[src/rtl/apb_mst_pkg.sv]
// Shared types for the APB master bridge: FSM state, captured response, default watchdog depth.
// The watchdog default only matters when APB_MST_TIMEOUT_EN is defined.
package apb_mst_pkg;

    typedef enum logic [1:0] {
        IDLE   = 2'd0,
        SETUP  = 2'd1,
        ACCESS = 2'd2,
        RESP   = 2'd3
    } state_e;

    // APB4 data is at most 32 bits wide, so the response container is sized for that.
    localparam int unsigned RDATA_W_MAX = 32;

    typedef struct packed {
        logic [RDATA_W_MAX-1:0] rdata;
        logic                   err;
        logic                   timeout;
    } rsp_t;

`ifdef APB_MST_TIMEOUT_EN
    localparam int unsigned TIMEOUT_CYCLES_DEF = 16;
`else
    localparam int unsigned TIMEOUT_CYCLES_DEF = 2;
`endif

endpackage

[src/rtl/apb_master_bridge_if.sv]
// Command/response stream plus APB4 requester signals for apb_master_bridge.
// master = bridge side, slave = command source / response sink / APB completer side.
interface apb_master_bridge_if #(
    parameter int unsigned ADDR_WIDTH = 8,
    parameter int unsigned DATA_WIDTH = 32
);
    logic                    cmd_valid;
    logic                    cmd_ready;
    logic                    cmd_write;
    logic [ADDR_WIDTH-1:0]   cmd_addr;
    logic [DATA_WIDTH-1:0]   cmd_wdata;
    logic [DATA_WIDTH/8-1:0] cmd_strb;

    logic                    rsp_valid;
    logic                    rsp_ready;
    logic [DATA_WIDTH-1:0]   rsp_rdata;
    logic                    rsp_err;
    logic                    rsp_timeout;

    logic                    PSEL;
    logic                    PENABLE;
    logic                    PWRITE;
    logic [ADDR_WIDTH-1:0]   PADDR;
    logic [DATA_WIDTH-1:0]   PWDATA;
    logic [DATA_WIDTH/8-1:0] PSTRB;
    logic [DATA_WIDTH-1:0]   PRDATA;
    logic                    PREADY;
    logic                    PSLVERR;

    modport master (
        input  cmd_valid, cmd_write, cmd_addr, cmd_wdata, cmd_strb,
        output cmd_ready,
        output rsp_valid, rsp_rdata, rsp_err, rsp_timeout,
        input  rsp_ready,
        output PSEL, PENABLE, PWRITE, PADDR, PWDATA, PSTRB,
        input  PRDATA, PREADY, PSLVERR
    );

    modport slave (
        output cmd_valid, cmd_write, cmd_addr, cmd_wdata, cmd_strb,
        input  cmd_ready,
        input  rsp_valid, rsp_rdata, rsp_err, rsp_timeout,
        output rsp_ready,
        input  PSEL, PENABLE, PWRITE, PADDR, PWDATA, PSTRB,
        output PRDATA, PREADY, PSLVERR
    );

endinterface

[src/rtl/apb_mst_wdog.sv]
// ACCESS-phase wait counter; expire_o flags the last permitted wait cycle.
// Only instantiated when APB_MST_TIMEOUT_EN is defined.
module apb_mst_wdog #(
    parameter int unsigned TIMEOUT_CYCLES = 16
) (
    input  logic clk_i,
    input  logic rst_i,
    input  logic clear_i,
    input  logic inc_i,
    output logic expire_o
);

    localparam int unsigned     CNT_W = (TIMEOUT_CYCLES > 1) ? $clog2(TIMEOUT_CYCLES) : 1;
    localparam logic [CNT_W-1:0] LAST = CNT_W'(TIMEOUT_CYCLES - 1);

    logic [CNT_W-1:0] cnt_q;
    logic [CNT_W-1:0] cnt_d;

    assign expire_o = (cnt_q == LAST);

    // Saturate at LAST so the counter never wraps if the FSM lingers.
    always_comb begin
        cnt_d = cnt_q;
        if (clear_i) begin
            cnt_d = '0;
        end else if (inc_i && !expire_o) begin
            cnt_d = cnt_q + CNT_W'(1);
        end
    end

    always_ff @(posedge clk_i) begin
        if (rst_i) begin
            cnt_q <= '0;
        end else begin
            cnt_q <= cnt_d;
        end
    end

endmodule

[src/rtl/apb_master_bridge.sv]
// Single-outstanding APB4 requester: valid/ready command in, SETUP/ACCESS transfer, response out.
// Optional ACCESS watchdog enabled by defining APB_MST_TIMEOUT_EN.
//
// state  | meaning
// IDLE   | cmd_ready high, waiting for a command
// SETUP  | PSEL high, PENABLE low
// ACCESS | PSEL/PENABLE high, waiting for PREADY (or watchdog)
// RESP   | rsp_valid high, holding response until rsp_ready
module apb_master_bridge
    import apb_mst_pkg::*;
#(
    parameter int unsigned ADDR_WIDTH     = 8,
    parameter int unsigned DATA_WIDTH     = 32,
    parameter int unsigned TIMEOUT_CYCLES = TIMEOUT_CYCLES_DEF
) (
    input  logic               PCLK,
    input  logic               PRESET,
    apb_master_bridge_if.master bus
);

    state_e                  state_q;
    logic                    cmd_ready_q;
    logic                    psel_q;
    logic                    penable_q;
    logic                    rsp_valid_q;
    rsp_t                    rsp_q;
    logic                    pwrite_q;
    logic [ADDR_WIDTH-1:0]   paddr_q;
    logic [DATA_WIDTH-1:0]   pwdata_q;
    logic [DATA_WIDTH/8-1:0] pstrb_q;
    logic                    wd_expire;

`ifdef APB_MST_TIMEOUT_EN
    apb_mst_wdog #(
        .TIMEOUT_CYCLES (TIMEOUT_CYCLES)
    ) u_wdog (
        .clk_i    (PCLK),
        .rst_i    (PRESET),
        .clear_i  (state_q == SETUP),
        .inc_i    ((state_q == ACCESS) && !bus.PREADY),
        .expire_o (wd_expire)
    );
`else
    assign wd_expire = 1'b0;
`endif

    always_ff @(posedge PCLK) begin
        if (PRESET) begin
            state_q     <= IDLE;
            cmd_ready_q <= 1'b0;
            psel_q      <= 1'b0;
            penable_q   <= 1'b0;
            rsp_valid_q <= 1'b0;
            rsp_q       <= '0;
            pwrite_q    <= 1'b0;
            paddr_q     <= '0;
            pwdata_q    <= '0;
            pstrb_q     <= '0;
        end else begin
            case (state_q)
                IDLE: begin
                    if (bus.cmd_valid && cmd_ready_q) begin
                        pwrite_q    <= bus.cmd_write;
                        paddr_q     <= bus.cmd_addr;
                        pwdata_q    <= bus.cmd_wdata;
                        pstrb_q     <= bus.cmd_write ? bus.cmd_strb : '0;
                        cmd_ready_q <= 1'b0;
                        psel_q      <= 1'b1;
                        state_q     <= SETUP;
                    end else begin
                        cmd_ready_q <= 1'b1;
                    end
                end
                SETUP: begin
                    penable_q <= 1'b1;
                    state_q   <= ACCESS;
                end
                ACCESS: begin
                    // PREADY wins over an expiring watchdog in the same cycle.
                    if (bus.PREADY) begin
                        rsp_q.rdata   <= pwrite_q ? '0 : RDATA_W_MAX'(bus.PRDATA);
                        rsp_q.err     <= bus.PSLVERR;
                        rsp_q.timeout <= 1'b0;
                        psel_q        <= 1'b0;
                        penable_q     <= 1'b0;
                        rsp_valid_q   <= 1'b1;
                        state_q       <= RESP;
                    end else if (wd_expire) begin
                        rsp_q.rdata   <= '0;
                        rsp_q.err     <= 1'b1;
                        rsp_q.timeout <= 1'b1;
                        psel_q        <= 1'b0;
                        penable_q     <= 1'b0;
                        rsp_valid_q   <= 1'b1;
                        state_q       <= RESP;
                    end
                end
                RESP: begin
                    if (bus.rsp_ready) begin
                        rsp_valid_q <= 1'b0;
                        cmd_ready_q <= 1'b1;
                        state_q     <= IDLE;
                    end
                end
                default: state_q <= IDLE;
            endcase
        end
    end

    assign bus.cmd_ready   = cmd_ready_q;
    assign bus.rsp_valid   = rsp_valid_q;
    assign bus.rsp_rdata   = rsp_q.rdata[DATA_WIDTH-1:0];
    assign bus.rsp_err     = rsp_q.err;
    assign bus.rsp_timeout = rsp_q.timeout;
    assign bus.PSEL        = psel_q;
    assign bus.PENABLE     = penable_q;
    assign bus.PWRITE      = pwrite_q;
    assign bus.PADDR       = paddr_q;
    assign bus.PWDATA      = pwdata_q;
    assign bus.PSTRB       = pstrb_q;

endmodule

[src/flat_wrapper.sv]
// flat-port wrapper written by rule: the top's interface ports become plain ports
module apb_master_bridge_flat import apb_mst_pkg::*;
#(
    parameter int unsigned ADDR_WIDTH     = 8,
    parameter int unsigned DATA_WIDTH     = 32,
    parameter int unsigned TIMEOUT_CYCLES = TIMEOUT_CYCLES_DEF
)
  (PCLK, PRESET, bus_cmd_valid, bus_cmd_write, bus_cmd_addr, bus_cmd_wdata, bus_cmd_strb, bus_cmd_ready, bus_rsp_valid, bus_rsp_rdata, bus_rsp_err, bus_rsp_timeout, bus_rsp_ready, bus_PSEL, bus_PENABLE, bus_PWRITE, bus_PADDR, bus_PWDATA, bus_PSTRB, bus_PRDATA, bus_PREADY, bus_PSLVERR);
  apb_master_bridge_if #(.ADDR_WIDTH(ADDR_WIDTH), .DATA_WIDTH(DATA_WIDTH)) bus_i ();
  input  logic PCLK;
  input  logic PRESET;
  input wire logic [$bits(bus_i.cmd_valid)-1:0] bus_cmd_valid;
  input wire logic [$bits(bus_i.cmd_write)-1:0] bus_cmd_write;
  input wire logic [$bits(bus_i.cmd_addr)-1:0] bus_cmd_addr;
  input wire logic [$bits(bus_i.cmd_wdata)-1:0] bus_cmd_wdata;
  input wire logic [$bits(bus_i.cmd_strb)-1:0] bus_cmd_strb;
  output wire logic [$bits(bus_i.cmd_ready)-1:0] bus_cmd_ready;
  output wire logic [$bits(bus_i.rsp_valid)-1:0] bus_rsp_valid;
  output wire logic [$bits(bus_i.rsp_rdata)-1:0] bus_rsp_rdata;
  output wire logic [$bits(bus_i.rsp_err)-1:0] bus_rsp_err;
  output wire logic [$bits(bus_i.rsp_timeout)-1:0] bus_rsp_timeout;
  input wire logic [$bits(bus_i.rsp_ready)-1:0] bus_rsp_ready;
  output wire logic [$bits(bus_i.PSEL)-1:0] bus_PSEL;
  output wire logic [$bits(bus_i.PENABLE)-1:0] bus_PENABLE;
  output wire logic [$bits(bus_i.PWRITE)-1:0] bus_PWRITE;
  output wire logic [$bits(bus_i.PADDR)-1:0] bus_PADDR;
  output wire logic [$bits(bus_i.PWDATA)-1:0] bus_PWDATA;
  output wire logic [$bits(bus_i.PSTRB)-1:0] bus_PSTRB;
  input wire logic [$bits(bus_i.PRDATA)-1:0] bus_PRDATA;
  input wire logic [$bits(bus_i.PREADY)-1:0] bus_PREADY;
  input wire logic [$bits(bus_i.PSLVERR)-1:0] bus_PSLVERR;
  assign bus_i.cmd_valid = bus_cmd_valid;
  assign bus_i.cmd_write = bus_cmd_write;
  assign bus_i.cmd_addr = bus_cmd_addr;
  assign bus_i.cmd_wdata = bus_cmd_wdata;
  assign bus_i.cmd_strb = bus_cmd_strb;
  assign bus_cmd_ready = bus_i.cmd_ready;
  assign bus_rsp_valid = bus_i.rsp_valid;
  assign bus_rsp_rdata = bus_i.rsp_rdata;
  assign bus_rsp_err = bus_i.rsp_err;
  assign bus_rsp_timeout = bus_i.rsp_timeout;
  assign bus_i.rsp_ready = bus_rsp_ready;
  assign bus_PSEL = bus_i.PSEL;
  assign bus_PENABLE = bus_i.PENABLE;
  assign bus_PWRITE = bus_i.PWRITE;
  assign bus_PADDR = bus_i.PADDR;
  assign bus_PWDATA = bus_i.PWDATA;
  assign bus_PSTRB = bus_i.PSTRB;
  assign bus_i.PRDATA = bus_PRDATA;
  assign bus_i.PREADY = bus_PREADY;
  assign bus_i.PSLVERR = bus_PSLVERR;
  apb_master_bridge #(.ADDR_WIDTH(ADDR_WIDTH), .DATA_WIDTH(DATA_WIDTH), .TIMEOUT_CYCLES(TIMEOUT_CYCLES)) u_core (.PCLK(PCLK), .PRESET(PRESET), .bus(bus_i));
endmodule
[config.mk]
export PLATFORM = sky130hd
export DESIGN_NAME = apb_master_bridge_flat
export DESIGN_NICKNAME = d
export VERILOG_FILES = /design/src/rtl/apb_mst_pkg.sv /design/src/rtl/apb_master_bridge_if.sv /design/src/rtl/apb_mst_wdog.sv /design/src/rtl/apb_master_bridge.sv /design/src/flat_wrapper.sv
export SDC_FILE = /design/constraint.sdc
export NUM_CORES = 1
export LEC_CHECK = 0
export CAP_MARGIN = 20
export CORE_MARGIN = 2
export CORE_UTILIZATION = 36
export DETAILED_ROUTE_END_ITERATION = 16
export MAX_ROUTING_LAYER = met4
export PLACE_DENSITY = 0.83
export SLEW_MARGIN = 20
export SYNTH_ARGS = -nofsm -noshare
export SYNTH_HDL_FRONTEND = slang
export SYNTH_SLANG_ARGS = --single-unit
[constraint.sdc]
create_clock -name PCLK -period 1.85 [get_ports PCLK]
set_clock_uncertainty 0.2 [all_clocks]
set_input_delay 0.4625 -clock PCLK [delete_from_list [all_inputs] [get_ports PCLK]]
set_output_delay 0.4625 -clock PCLK [all_outputs]
set_load 0.02 [all_outputs]
==> flow_summary.yaml, run 1 <==
final_layout:
  stdcell_count: 663
  fin_util_pct: 59.6
  fill_cells: 785
  area_growth_pct: 60.8
  antenna_cells: 0
  layout-drive-gt1-share_pct: 7.39
  multi_input_area_sq_um: 1390
  seq_area_sq_um: 1680
  fin_nets: 639
sta:
  layout_setup_ws_ps: 99.0
  hold_viol_final: 0
  max_freq_ghz: 0.571
  rsz0062_at_grt: "false"
  whs_ps: 249
  min_period_ps: 1750
  finalCritPeriodShare_pct: 94.7
  setup_viol: 0
  slew_violations: 0
clock_network:
  clkLatencyLatePin_ps: 340
  root_buffer: "clkbuf_8"
  cts_buffers: 9
  cts_resized: 82
  clk_path_buf_depth: 2
  cts_tree: "yes"
  cts.clk_slew.worst_paths_ps: 80
  post_cts_buffers: 0
  htree_levels: 3
  cts.sinks: 84
  ctsHoldBuffers: 0
floorplanning:
  num_rows: 34
  dieHeight_um: 98.5
  io_pins: 166
  core_area_sq_um: 8680
  dieArea_sq_um: 9710
  start_util_pct: 37.1
  die_w_um: 98.5
min_path:
  hold_path_end: "u_core.bus.rsp_rdata[23]"
  hold_path_depth: 2
  hp-start: "u_core.bus.rsp_rdata[23]"
  hold_class: "reg -> reg"
critical_path:
  cp-start-kind: "flop"
  reg2reg_depth: 5
  crit_family: "simple AND/OR/NAND/NOR gates"
  cp.arrival_ps: 1820
  timing.critical_path.buf_inv: 1
  crit_type: "reg -> reg"
  reg2reg_to: "u_core.state_q[0]"
  slowest_delay_ps: 510
  r2r-start: "u_core.state_q[0]"
  r2r_setup_slack_ps: 100
  worstSetupStartpoint: "u_core.state_q[0]"
  cp_cell_sequence: "inv_1 -> ha_1 -> a21boi_1 -> or4_1 -> a21oi_1"
  crit_path_top_delay_cell: "or4_1"
  worstPathRequired_ps: 1920
  cp_max_fo: 4
  crit_path_end_kind: "flop"
synth:
  synth.top_cells.by_count: "120 x nand2_1, 84 x dfxtp_1, 82 x a21oi_1"
  yosysTopAreaCell: "dfxtp_1"
  yosysSeqAreaShare_pct: 52.3
  yosys.area.top_type_share_pct: 52.3
  yosysWarnings: 0
  synth_seq_cells: 84
  syn-num-nets: 476
  synth_most_common_cell: "nand2_1"
  syn_area_per_cell_sq_um: 8.32
  synth.area.top_cells: "dfxtp_1 52%, nand2_1 14%, a21oi_1 13%"
  syn_area_sq_um: 3220
  synth-async-reset-ratio_pct: 0
  synthFlopType: "dfxtp_1"
  synth_enable_flop_cells: 0
  synthCells: 387
  synthDistinctLibCells: 26
global_routing:
  grtUsageTotal_pct: 19.2
  grt_pass1_vias: 3316
  grt_max_degree: 45
  antenna_found_initial: 0
  gr-total-overflow: 0
  grt_pass1_wl_um: 15100
detailed_routing:
  viasPerCell: 5.01
  drt-initial-drc-count: 100
  vias: 3321
  drtPass1Iterations: 4
  ant_nets: 0
  drcViolationCount: 0
  wl_per_cell_um: 13.8
  wl_um: 9170
power_and_ir_drop:
  intPower_uw: 3610
  p_comb_share_pct: 32.7
  vdd_drop_max_mv: 0.467
  p_per_area_nw_per_um2: 1030
  power.total_uw: 5330
  clkPwrFrac_pct: 26.8
  total_leakage_power_uw: 0.00219
  p_sw_share_pct: 32.3
  switchingPower_uw: 1720
  power_frac_seq_pct: 40.6
place:
  hpwl_um: 6520
  dp_slack_ps: -138
  dpl.cell_count: 647
  port_buffers: 164
  place_congestion: 0.790
job:
  maxCapViolations: 0
outcome:
  status: "finished, final reports clean"
## worst max-delay path by stage
stage                               end  slack, ps  cells past startpoint
floorplan             u_core.state_q[0]        120                      5
global placement      u_core.state_q[0]       -140                      4
CTS                   u_core.state_q[0]         40                      5
global route        u_core.bus.PSTRB[3]         20                      7
finish                u_core.state_q[0]        100                      5
detailed placement    u_core.state_q[0]       -140                      4
## metal layers
metal | up-vias | routed length [um] | global-route usage [%] | share of wire, %
li1 | 1630 | - | - | -
met1 | 1534 | 3850 | 22.7 | 42
met2 | 143 | 4390 | 31.6 | 48
met3 | 14 | 766 | 4.96 | 8.4
met4 | 0 | 169 | 7.06 | 1.8
met5 | - | 0 | - | 0
## layout make-up
type	instances	share of cell area, %
Multi-Input combinational cell	268	26.9
Clock inverter	4	1.40
Timing Repair Buffer	185	33.6
Sequential cell	84	32.6
Clock buffer	12	2.81
Inverter	2	0.145
Tap cell	108	2.61
## flip-flops by register name, summed over array words and instances, names as in the netlist
| register | count |
|---|---|
| u_core.bus.PENABLE | 1 |
| u_core.bus.PSEL | 1 |
| u_core.bus.PADDR | 8 |
| u_core.bus.rsp_err | 1 |
| u_core.bus.cmd_ready | 1 |
| u_core.bus.PWRITE | 1 |
| u_core.bus.rsp_valid | 1 |
| u_core.bus.PSTRB | 4 |
| u_core.state_q | 2 |
| u_core.bus.PWDATA | 32 |
| u_core.bus.rsp_rdata | 32 |
## power by group through the flow
stage	Clock (uW)	Combinational (uW)	Sequential (uW)
after floorplan	0	710	2470
after global placement	0	1850	2190
after detailed placement	0	1880	2210
after CTS	1470	1750	2160
after global routing	1530	1900	2190
final	1430	1740	2160
## stage by stage
stage | instance area [sq um] | TNS [ps]
after floorplan | 3220 | 0
after global routing | 5170 | 0
after detailed placement | 5050 | -4670
after global placement | 5050 | -1970
final | 5170 | 0
after CTS | 5160 | 0
## tightest hold or removal path: stages (launching register included)
cell     delay [ps]
dfxtp_1         310
nand2_1          50
a21oi_1          50
## cells by family (layout without fill, tap and decap cells)
| family | Yosys count | after routing | share of synthesized area, % |
|---|---|---|---|
| compound gates | 89 | 89 | 14.3 |
| simple gates | 171 | 171 | 26.0 |
| other cells | 1 | 1 | 0.117 |
| buf+inv | 35 | 203 | 4.63 |
| mux | 1 | 1 | 0.350 |
| fa+ha+maj | 6 | 6 | 2.33 |
| flops | 84 | 84 | 52.3 |
## placed cells by master (no fill, tap or decap), types with 2 or more instances in the layout
cell type / netlist / routed
o31ai_1: 2 / 2
dfxtp_2: 0 / 2
nor2b_1: 2 / 2
nand3_1: 6 / 5
buf_12: 0 / 3
clkbuf_1: 17 / 2
nand4b_1: 33 / 33
nand2_1: 120 / 120
dfxtp_1: 84 / 82
buf_4: 1 / 16
clkbuf_8: 0 / 10
inv_1: 2 / 2
ha_1: 6 / 6
bufinv_16: 0 / 2
buf_6: 0 / 2
clkdlybuf4s50_1: 0 / 81
dlygate4sd2_1: 0 / 82
nor2_1: 3 / 3
a21oi_1: 82 / 82
nand2b_1: 3 / 3
(Power assumes the default switching activity.)
==> run 2: changes to the inputs <==
==> constraint.sdc (replaced) <==
create_clock -name PCLK -period 1.85 [get_ports PCLK]
set_clock_uncertainty 0.2 [all_clocks]
set_input_delay 0.37 -clock PCLK [delete_from_list [all_inputs] [get_ports PCLK]]
set_output_delay 0.37 -clock PCLK [all_outputs]
set_load 0.02 [all_outputs]
==> run 2 against run 1 <==
Net effect: die area did not move; worst setup slack lost 37 ps; via count fell by 1.2%; combinational power about the same; final area about the same; global-route usage increased by 0.92 points; clock-buffer cell count decreased by 1; sequential share of layout area about the same; non-clock buffer count decreased by 3; maximum frequency shrank 2.0%; power grew 1.3%; wire length grew 4.2%.
==> flow_summary.yaml, run 2 (synthesis results as in run 1) <==
detailed_routing:
  vias: 3280
  drcViolationCount: 0
  viasPerCell: 4.97
  wl_per_cell_um: 14.5
  drtPass1Iterations: 4
  drt-initial-drc-count: 67
  ant_nets: 0
  wl_um: 9560
clock_network:
  clkLatencyLatePin_ps: 350
  cts_tree: "yes"
  post_cts_buffers: 0
  clk_path_buf_depth: 2
  cts.clk_slew.worst_paths_ps: 70
  root_buffer: "clkbuf_8"
  htree_levels: 3
  cts_buffers: 9
  cts.sinks: 84
final_layout:
  fin_nets: 636
  area_growth_pct: 60.7
  layout-drive-gt1-share_pct: 7.25
  layout_commonest_cell: "nand2_1"
  multi_input_area_sq_um: 1390
  antenna_cells: 0
  fill_cells: 785
  seq_area_sq_um: 1680
  final_cell_mix: "120 x nand2_1, 82 x a21oi_1, 82 x dlygate4sd2_1, 82 x dfxtp_1, 81 x clkdlybuf4s50_1"
  stdcell_area_sq_um: 5170
global_routing:
  antenna_found_initial: 0
  grtUsageTotal_pct: 20.1
  gr-total-overflow: 0
  grt_pass1_vias: 3315
  grt_pass1_wl_um: 15600
  grt_max_degree: 55
floorplanning:
  num_rows: 34
  die_w_um: 98.5
  start_util_pct: 37.1
  dieHeight_um: 98.5
  dieArea_sq_um: 9710
  io_pins: 166
  core_area_sq_um: 8680
sta:
  rsz0062_at_grt: "false"
  slew_violations: 0
  setup_viol: 0
  hold_viol_final: 0
  whs_ps: 249
  max_freq_ghz: 0.559
  finalCritPeriodShare_pct: 96.6
  min_period_ps: 1790
min_path:
  hold_class: "reg -> reg"
critical_path:
  worstPathRequired_ps: 1910
  cp-start-kind: "flop"
  crit_path_end_kind: "flop"
  cp.arrival_ps: 1850
  cp_max_fo: 4
  crit_type: "reg -> reg"
power_and_ir_drop:
  vdd_drop_max_mv: 0.560
  p_per_area_nw_per_um2: 1040
  total_leakage_power_uw: 0.00220
place:
  dpl_cell_area_sq_um: 5040
  place_congestion: 0.791
  hpwl_um: 6840
  port_buffers: 164
outcome:
  status: "finished, final reports clean"
job:
  maxCapViolations: 0
run 2: cell types whose count changed in the layout (fill, tap and decap cells not counted):
| cell | before | now |
|---|---|---|
| clkbuf_8 | 10 | 11 |
| buf_4 | 16 | 14 |
| inv_6 | 0 | 1 |
| clkbuf_1 | 2 | 0 |
| buf_6 | 2 | 0 |
| buf_12 | 3 | 4 |
| clkinv_4 | 0 | 1 |
| clkinvlp_4 | 1 | 0 |
run 2: cell type report:
cell class	instances	area share, %
clock inverters	5	1.60
clock buffers	11	2.93
inverters	2	0.145
repair buffers	182	33.2
multi-input cells	268	26.9
well taps	108	2.61
flip-flops and latches	84	32.6
run 2: final timing paths:
kind | from | endpoint | slack [ps] | cells past startpoint
worst max-delay path | u_core.state_q[0] | u_core.state_q[0] | 60 | 5
worst min-delay path | u_core.bus.rsp_rdata[8] | u_core.bus.rsp_rdata[8] | 250 | 2
worst max register to register | u_core.state_q[0] | u_core.state_q[0] | 60 | 5
worst min register to register | u_core.bus.rsp_rdata[8] | u_core.bus.rsp_rdata[8] | 250 | 2
run 2: routing by layer:
metal	up-vias	GRT usage [%]	wire [um]
met5	-	-	0
met4	0	8.01	197
met3	18	5.53	724
met2	123	32.2	4640
met1	1506	24.1	3990
li1	1633	-	-
run 2: power breakdown:
| group | total, uW | internal (uW) | switching (uW) |
|---|---|---|---|
| clock network | 1500 | 840 | 661 |
| logic | 1720 | 754 | 970 |
| registers | 2170 | 2040 | 128 |
run 2: stage by stage:
step / setup TNS [ps] / cells / total power (uW) / worst slack (ps) / util (%)
finish: 0 / 660 / 5390 / 62.4 / 59.6
global route: 0 / 660 / 5690 / 2.67 / 59.6
CTS: 0 / 660 / 5450 / 1.21 / 59.6
detailed placement: -518 / 644 / 4100 / -65.9 / 58.1
global placement: -58.6 / 644 / 4040 / -58.6 / 58.1
floorplan: 0 / 387 / 3180 / 118 / -
run 2: what timing repair did:
item | in CTS | in global routing
cloned | 0 | 0
setup endpoints to repair | 82 | 20
hold buffers | 0 | 0
gates resized for setup | 82 | 2
run 2: critical path, cell delays in order, from the launching register on:
cell,delay (ps)
dfxtp_2,370
inv_1,100
ha_1,240
a21boi_1,150
or4_1,510
a21oi_1,150
==> run 3: changes to the inputs <==
--- a/config.mk
+++ b/config.mk
@@ -5,7 +5,7 @@
 export SDC_FILE = /design/constraint.sdc
 export NUM_CORES = 1
 export LEC_CHECK = 0
-export CAP_MARGIN = 20
+export ABC_AREA = 1
 export CORE_MARGIN = 2
 export CORE_UTILIZATION = 36
 export DETAILED_ROUTE_END_ITERATION = 16
@@ -14,4 +14,5 @@
 export SLEW_MARGIN = 20
 export SYNTH_ARGS = -nofsm -noshare
 export SYNTH_HDL_FRONTEND = slang
+export SYNTH_HIERARCHICAL = 1
 export SYNTH_SLANG_ARGS = --single-unit
==> run 3 against run 2 <==
Net effect: critical path depth up 2; combinational power up 5%; maximum frequency up 2.7%; core utilization down 1.3 points; clock power about the same; synthesized area down 0.58%; largest cell class is now registers; worst setup slack better by 47 ps; register-to-register slack better by 50 ps; via count down 1.1%; die area down 0.56%; final cell count up 2.9%; clock-buffer cell count unchanged.
==> flow_summary.yaml, run 3 <==
global_routing:
  grt_max_degree: 46
  grt_pass1_vias: 3153
  grt_pass1_wl_um: 14800
  gr-total-overflow: 0
  grtUsageTotal_pct: 19.3
  antenna_found_initial: 0
final_layout:
  stdcell_area_sq_um: 5060
  antenna_cells: 0
  layout_commonest_cell: "nand2_1"
  stdcell_count: 679
  fin_util_pct: 58.3
  area_growth_pct: 58.0
  final_cell_mix: "143 x nand2_1, 84 x dfxtp_1, 82 x dlygate4sd2_1"
  fill_cells: 813
  layout-drive-gt1-share_pct: 5.78
  fin_nets: 656
floorplanning:
  die_w_um: 98.3
  dieArea_sq_um: 9660
  num_rows: 34
  io_pins: 166
  dieHeight_um: 98.3
  core_area_sq_um: 8680
  start_util_pct: 36.9
power_and_ir_drop:
  vdd_drop_max_mv: 0.455
  p_comb_share_pct: 32.8
  total_leakage_power_uw: 0.00224
  p_per_area_nw_per_um2: 1090
  p_sw_share_pct: 33.7
  power_frac_seq_pct: 40.1
  switchingPower_uw: 1850
  clkPwrFrac_pct: 27.1
  intPower_uw: 3640
sta:
  finalCritPeriodShare_pct: 94.1
  min_period_ps: 1740
  setup_viol: 0
  slew_violations: 0
  rsz0062_at_grt: "false"
  max_freq_ghz: 0.574
  fin_setup_tns_ps: 0
  hold_viol_final: 0
detailed_routing:
  drcViolationCount: 0
  drtPass1Iterations: 4
  wl_per_cell_um: 13.6
  viasPerCell: 4.78
  wl_um: 9200
  drt-initial-drc-count: 89
  vias: 3243
  ant_nets: 0
place:
  port_buffers: 164
  hpwl_um: 6690
  dpl.cell_count: 663
  dpl_cell_area_sq_um: 4920
  place_congestion: 0.904
clock_network:
  cts.clk_slew.worst_paths_ps: 90
  cts.sinks: 84
  cts_buffers: 9
  clkLatencyLatePin_ps: 330
  root_buffer: "clkbuf_8"
  post_cts_buffers: 0
  cts_tree: "yes"
  clk_path_buf_depth: 2
  htree_levels: 3
  ctsHoldBuffers: 0
outcome:
  status: "finished, final reports clean"
synth:
  synthDistinctLibCells: 18
  synth.area.top_cells: "dfxtp_1 53%, nand2_1 17%, a21oi_1 13%"
  synth_seq_cells: 84
  synth_most_common_cell: "nand2_1"
  yosysTopAreaCell: "dfxtp_1"
  synthCells: 408
  yosysSeqAreaShare_pct: 52.6
  synth_enable_flop_cells: 0
  yosys.area.top_type_share_pct: 52.6
  syn_area_per_cell_sq_um: 7.84
  synthFlopType: "dfxtp_1"
  yosysWarnings: 6
  syn-num-nets: 498
  synth-async-reset-ratio_pct: 0
  synth.top_cells.by_count: "143 x nand2_1, 84 x dfxtp_1, 81 x a21oi_1"
  syn_area_sq_um: 3200
critical_path:
  crit_path_end_kind: "flop"
  crit_type: "reg -> reg"
  cp-start-kind: "flop"
  cp.arrival_ps: 1800
  worstPathRequired_ps: 1910
  cp_max_fo: 10
min_path:
  hold_class: "in -> reg"
job:
  maxCapViolations: 0
## run 3: changes by cell type after synthesis, sizes merged, moves of 2 or more
cell / previous run / this run
nand2b: 3 / 0
nand4b: 33 / 0
nand2: 120 / 144
nand4: 0 / 2
inv: 2 / 16
buf: 16 / 22
clkbuf: 17 / 6
nand3: 6 / 34
nor2: 3 / 10
nor2b: 2 / 0
o31ai: 2 / 0
## run 3: layout make-up
| type | instances | area (sq um) | share of cell area (%) |
|---|---|---|---|
| repair buffers | 175 | 1670 | 33.0 |
| inverters | 16 | 60.1 | 1.19 |
| multi-input cells | 280 | 1280 | 25.3 |
| well taps | 108 | 135 | 2.67 |
| flip-flops and latches | 84 | 1680 | 33.3 |
| clock buffers | 11 | 151 | 2.99 |
| clock inverters | 5 | 83.8 | 1.66 |
## run 3: final timing paths
kind / from / end / slack [ps] / cells past startpoint
setup / recovery: u_core/state_q[0] / u_core/bus.PWDATA[0] / 110 / 7
hold / removal: PRESET / u_core/bus.PSEL / 200 / 4
setup reg to reg: u_core/state_q[0] / u_core/bus.PWDATA[0] / 110 / 7
hold reg to reg: u_core/bus.PSTRB[0] / u_core/bus.PSTRB[0] / 260 / 2
## run 3: routing by layer
metal	routed length, um	part of all wire [%]	up-vias	GRT usage, %
met5	0	0	-	-
met4	104	1.1	0	7.06
met3	667	7.2	10	4.72
met2	4500	49	126	32.4
met1	3940	43	1480	22.3
li1	-	-	1627	-
## run 3: cells by family (layout without fill, tap and decap cells)
kind of cell | after synthesis | after routing | synth area share, %
AND/OR/NAND/NOR | 190 | 190 | 24.2
flip-flops | 84 | 84 | 52.6
AO/OA/AOI/OAI | 82 | 82 | 12.8
buffers and inverters | 44 | 207 | 7.51
adder cells (fa/ha/maj) | 7 | 7 | 2.74
other | 1 | 1 | 0.117
## run 3: worst max-delay path: stages, from the launching register on
cell,delay (ps)
dfxtp_1,350
inv_1,160
ha_1,250
nand3_2,190
inv_2,130
buf_4,180
nand2_1,60
a21oi_1,150
## run 3: metrics by stage
step / hold slack [ps] / setup WS, ps / power, uW
final: 196 / 109 / 5490
after floorplan: 313 / 353 / 3330
after global placement: 250 / 59.4 / 4140
after detailed placement: 254 / -10.5 / 4220
after global routing: 213 / 5.62 / 5810
after CTS: 186 / 97.9 / 5550
## run 3: power by group through the flow
stage | sequential, uW | clock [uW] | combinational, uW
2_1_floorplan | 2540 | 0 | 784
3_3_place_gp | 2250 | 0 | 1900
3_5_place_dp | 2260 | 0 | 1960
4_1_cts | 2210 | 1540 | 1800
5_1_grt | 2250 | 1610 | 1950
6_report | 2200 | 1490 | 1800
## run 3: what timing repair did
item                       in CTS  in global routing
gates resized for setup        82                  0
setup endpoints to repair      82                  0
hold endpoints to repair        0                  0
